==> config.mk <==
export PLATFORM = sky130hd
export DESIGN_NAME = cfg_regbank
export DESIGN_NICKNAME = d
export VERILOG_FILES = /design/src/rtl/cfg_regbank_pkg.sv /design/src/rtl/cfg_evt_reg.sv /design/src/rtl/cfg_regbank.sv
export SDC_FILE = /design/constraint.sdc
export NUM_CORES = 1
export LEC_CHECK = 0
export BUFFER_PORTS_ARGS = -buffer_cell sky130_fd_sc_hd__clkbuf_2
export CAP_MARGIN = 20
export CORE_AREA = 3 3 349 351
export DETAILED_ROUTE_END_ITERATION = 16
export DIE_AREA = 0 0 352 354
export HOLD_SLACK_MARGIN = 0.08
export PLACE_DENSITY = 0.43
export RECOVER_POWER = 25
export SLEW_MARGIN = 5
export SYNTH_ARGS = -nofsm -noshare
export SYNTH_HDL_FRONTEND = slang
export SYNTH_SLANG_ARGS = --single-unit
export TNS_END_PERCENT = 100
==> constraint.sdc <==
create_clock -name axi_clk -period 2.6 [get_ports axi_clk]
set_input_delay 0.26 -clock axi_clk [delete_from_list [all_inputs] [get_ports axi_clk]]
set_output_delay 0.26 -clock axi_clk [all_outputs]
set_load 0.005 [all_outputs]
==> src/rtl/cfg_regbank_pkg.sv <==
// cfg_regbank_pkg: address-map helpers shared by the register bank and blocks that name its registers
package cfg_regbank_pkg;
  localparam int RW_BASE = 0;
  function automatic int ro_base(int num_rw);
    return RW_BASE + num_rw;
  endfunction
  function automatic int evt_addr(int num_rw, int num_ro);
    return RW_BASE + num_rw + num_ro;
  endfunction
endpackage

==> src/rtl/cfg_evt_reg.sv <==
// cfg_evt_reg: sticky per-bit event register, set wins over write-1-to-clear, OR-reduced irq
module cfg_evt_reg #(
  parameter int CFG_DW = 32
) (
  input  logic              axi_clk,
  input  logic              axi_rst_n,
  input  logic [CFG_DW-1:0] evt_set,
  input  logic [CFG_DW-1:0] evt_clr,
  output logic [CFG_DW-1:0] evt_q,
  output logic              evt_irq
);
  always_ff @(posedge axi_clk or negedge axi_rst_n)
    if (!axi_rst_n) evt_q <= '0;
    else evt_q <= (evt_q & ~evt_clr) | evt_set;
  assign evt_irq = |evt_q;
endmodule

==> src/rtl/cfg_regbank.sv <==
// cfg_regbank: RW hold registers with strobes and optional pulse mode, RO status words, sticky event register
module cfg_regbank
  import cfg_regbank_pkg::*;
#(
  parameter int CFG_DW = 32,
  parameter int CFG_AW = 5,
  parameter int CFG_NUM_RW = 16,
  parameter int CFG_NUM_RO = 8,
  parameter logic [CFG_NUM_RW-1:0] CFG_PULSE_MASK = '0
) (
  input  logic                         axi_clk,
  input  logic                         axi_rst_n,
  input  logic [CFG_DW-1:0]            cfg_wr_data,
  input  logic [CFG_AW-1:0]            cfg_wr_addr,
  input  logic                         cfg_wr_en,
  input  logic [CFG_AW-1:0]            cfg_rd_addr,
  input  logic                         cfg_rd_en,
  output logic [CFG_DW-1:0]            cfg_rd_data,
  output logic [CFG_NUM_RW*CFG_DW-1:0] hold_data,
  output logic [CFG_NUM_RW-1:0]        hold_en,
  input  logic [CFG_NUM_RO*CFG_DW-1:0] status_in,
  input  logic [CFG_DW-1:0]            evt_in,
  output logic                         evt_irq
);
  localparam int RO_BASE = ro_base(CFG_NUM_RW);
  localparam int EVT_ADDR = evt_addr(CFG_NUM_RW, CFG_NUM_RO);
  logic [CFG_DW-1:0] hold [CFG_NUM_RW];
  logic [CFG_DW-1:0] evt_q, evt_clr, rd_mux;
  genvar i;
  generate
    for (i = 0; i < CFG_NUM_RW; i++) begin : g_rw
      logic hit;
      assign hit = cfg_wr_en && cfg_wr_addr == CFG_AW'(RW_BASE + i);
      always_ff @(posedge axi_clk or negedge axi_rst_n)
        if (!axi_rst_n) begin
          hold[i] <= '0;
          hold_en[i] <= 1'b0;
        end else begin
          hold[i] <= hit ? cfg_wr_data : (CFG_PULSE_MASK[i] ? '0 : hold[i]);
          hold_en[i] <= hit;
        end
      assign hold_data[i*CFG_DW +: CFG_DW] = hold[i];
    end
  endgenerate
  assign evt_clr = (cfg_wr_en && cfg_wr_addr == CFG_AW'(EVT_ADDR)) ? cfg_wr_data : '0;
  cfg_evt_reg #(.CFG_DW(CFG_DW)) u_evt (
    .axi_clk  (axi_clk),
    .axi_rst_n(axi_rst_n),
    .evt_set  (evt_in),
    .evt_clr  (evt_clr),
    .evt_q    (evt_q),
    .evt_irq  (evt_irq)
  );
  always_comb begin
    rd_mux = cfg_rd_addr == CFG_AW'(EVT_ADDR) ? evt_q : '0;
    for (int r = 0; r < CFG_NUM_RW; r++)
      if (cfg_rd_addr == CFG_AW'(RW_BASE + r)) rd_mux = hold[r];
    for (int s = 0; s < CFG_NUM_RO; s++)
      if (cfg_rd_addr == CFG_AW'(RO_BASE + s)) rd_mux = status_in[s*CFG_DW +: CFG_DW];
  end
  always_ff @(posedge axi_clk or negedge axi_rst_n)
    if (!axi_rst_n) cfg_rd_data <= '0;
    else cfg_rd_data <= cfg_rd_en ? rd_mux : '0;
endmodule

==> flow_summary.yaml <==
run_status:
  status: "finished, violations left"
  violations: "max-capacitance violations, max-slew violations"
route:
  drt_iter0_drc: 3937
  drt_first_pass_iters: 6
  ant_nets: 0
  drc: 0
  routed-via-count: 32900
  viasPerCell: 5.37
  drt-total-wl_um: 229000
  wl_per_cell_um: 37.4
die:
  die_x_um: 352
  coreArea_mm2: 0.119
  rows: 127
  die_height_um: 354
  ios: 895
  initial_utilization_pct: 24.4
  die-area_mm2: 0.125
run:
  maxCapViolations: 3
global_route:
  grt_pass1_vias: 32200
  grt_pass1_wl_um: 303000
  grt_remaining_overflow: 0
  grt_max_degree: 79
  track_usage_pct: 35.6
  antenna_found_initial: 37
final_layout:
  nNetsFinal: 4772
  area_growth_pct: 43.2
  drive_above_1_share_pct: 37.2
  finalNonFillerCells: 6130
sta:
  setup_tns_ps: 0
  min_period_ps: 2590
  setup_viol: 0
  max_slew_margin_pct: -32.0
  fmax_mhz: 386
  hold_violations: 0
  finalCritPeriodShare_pct: 99.6
  rsz0062_at_grt: "no"
  slew_violations: 114
  worstMarginPinSlew_ps: 1980
  skew_ps: 37.9
worst_setup_path:
  cp-end-kind: "flip-flop"
  rrSetupSlack_ps: 70
  reg2reg_from: "hold_data[260]"
  reg2reg_to: "cfg_rd_data[4]"
  cp.required_ps: 3160
  start_kind: "input port"
  cp.arrival_ps: 3150
  worstSetupStartpoint: "cfg_rd_addr[0]"
  reg2regPathDepth: 8
  path_class: "in -> reg"
  crit_end: "cfg_rd_data[26]"
  cp_max_fo: 17
logic_synthesis:
  synth-edff-count: 0
  synth.area.top_cells: "dfrtp_1 51%, nand2_1 15%, mux2_2 7.7%"
  yosys_warnings: 0
  syn_nets: 3529
  synth_area_mm2: 0.0291
  synth-seq-area-share_pct: 51.0
  synth_seq_cells: 592
  synthCells: 3195
  yosysTopAreaCellShare_pct: 51.0
  dominantRegCellSynth: "dfrtp_1"
  yosysUniqueCellTypes: 83
  syn_avg_cell_area_um2: 9.10
  ys_async_sr_fraction_pct: 100
  yosysTopAreaCell: "dfrtp_1"
placement:
  port_buffers: 894
  place_inst: 5860
  dp_hpwl_um: 183000
  gp_congestion: 0.986
cts:
  clock-sinks: 592
  clk_pin_slew_ps: 60
  clk_latency_ps: 670
  cts-buffers-inserted: 72
  cts_tree: "yes"
  cts_root_buf: "clkbuf_16"
  h-tree-depth: 3
  cts_max_path_buffers: 3
power:
  leakage_nw: 20.9
  vdd_drop_max_uv: 447
  p_per_area_mw_per_mm2: 730
min_path:
  hold_class: "in -> reg"
-- per-layer routing --
layer | global-route usage (%) | vias up | wire length (um)
met5 | 0 | - | 46
met4 | 16.2 | 8 | 11400
met3 | 7.33 | 401 | 18300
met2 | 56.7 | 1983 | 105000
met1 | 46.4 | 16900 | 94300
li1 | - | 13600 | -
-- synth_stat cells (5+ instances only) --
| cell | number |
|---|---|
| a2111oi_0 | 12 |
| a211oi_1 | 23 |
| a21o_1 | 38 |
| a21oi_1 | 116 |
| a221o_1 | 8 |
| a221oi_1 | 25 |
| a222oi_1 | 13 |
| a22o_1 | 24 |
| a22oi_1 | 110 |
| a31oi_1 | 14 |
| a32oi_1 | 5 |
| and3_1 | 5 |
| buf_1 | 34 |
| buf_2 | 83 |
| buf_4 | 12 |
| buf_6 | 9 |
| clkbuf_1 | 101 |
| dfrtp_1 | 592 |
| inv_1 | 20 |
| mux2_2 | 200 |
| mux2i_1 | 30 |
| nand2_1 | 1136 |
| nand2b_1 | 15 |
| nand3_1 | 36 |
| nand4_1 | 19 |
| nor2_1 | 122 |
| nor2_2 | 5 |
| nor2_4 | 6 |
| nor2b_1 | 17 |
| nor3_1 | 33 |
| nor4_1 | 11 |
| o2111ai_1 | 7 |
| o211ai_1 | 21 |
| o21a_1 | 5 |
| o21ai_0 | 142 |
| o221ai_1 | 19 |
| o22ai_1 | 42 |
| o2bb2ai_1 | 6 |
| o31ai_1 | 5 |
-- critical path, cell delays in order --
cell           delay, ps
buf_6                200
nand2b_2             300
buf_4                280
nor2_4                50
buf_12               160
a22oi_1              410
nand3_1              190
a211o_1              330
a21oi_1              240
o21ai_0              110
dlygate4sd3_1        550
-- worst min-delay path by stage --
stage / depth (start not counted) / from / to / slack, ps
finish: 5 / status_in[163] / cfg_rd_data[3] / 130
global route: 3 / status_in[69] / cfg_rd_data[5] / 120
CTS: 4 / status_in[86] / cfg_rd_data[22] / 80
detailed placement: 1 / axi_rst_n / hold_data[154] / 280
global placement: 1 / axi_rst_n / hold_data[37] / 280
floorplan: 0 / axi_rst_n / cfg_rd_data[0] / -40
-- layout by cell type, fill, tap and decap left out, drive strengths merged, types with 18 or more instances in the layout --
cell / instances
inv: 22
o221ai: 19
a21o: 38
o211ai: 21
dlygate4sd3: 107
clkbuf: 1027
a221oi: 25
o22ai: 42
a211oi: 24
nor2: 136
o21ai: 143
nand2: 1137
buf: 381
nand4: 19
nor3: 35
a22oi: 110
dfrtp: 592
mux2: 200
a22o: 24
nand3: 36
a21oi: 117
nor2b: 18
diode: 26
mux2i: 30
-- registers in the layout, indices dropped and copies added, names as in the netlist --
| name | count |
|---|---|
| hold_en | 16 |
| cfg_rd_data | 32 |
| u_evt.evt_q | 32 |
| hold_data | 512 |
-- report_power, final --
part	internal, mW	total, mW	switching (mW)
Sequential	10.8	13.5	2.70
Combinational	2.69	6.34	3.64
Clock	6.11	10.6	4.48
Total	19.6	30.4	10.8
-- logic make-up (layout without fill, tap and decap cells) --
kind of cell	after synthesis	count (layout)	share of synthesized area (%)
simple gates	1455	1455	20.9
compound gates	658	658	15.3
flops	592	592	51.0
buf+inv	260	1557	4.14
mux	230	230	8.78
other cells	0	26	0
-- stage by stage --
stage	area [um^2]	utilization (%)	total power, mW	hold slack (ps)	worst slack (ps)
finish	41600	34.9	30.4	126	10.5
global route	41600	34.9	31.3	117	3.02
CTS	41700	34.9	30.4	81.1	-13.0
detailed placement	38200	32.0	19.7	279	-655
global placement	38200	32.0	19.6	284	-657
floorplan	29100	-	14.2	-35.6	624
-- repair_timing --
item	4_1_cts	5_1_grt
pin swaps	2	3
resized for setup	11	9
setup endpoints to repair	2	7
buffers inserted	0	9
hold buffers	107	0
endpoints found under the hold margin	356	0
-- layout make-up --
class | count | area [um^2]
Timing Repair Buffer | 1409 | 9060
Tap cell | 1612 | 2020
Clock buffer | 106 | 2140
Antenna cell | 26 | 65.1
Clock inverter | 22 | 239
Sequential cell | 592 | 14800
Inverter | 20 | 75.1
Multi-Input combinational cell | 2343 | 13200
Fill cell | 12600 | 77700
(Power assumes the default switching activity.)
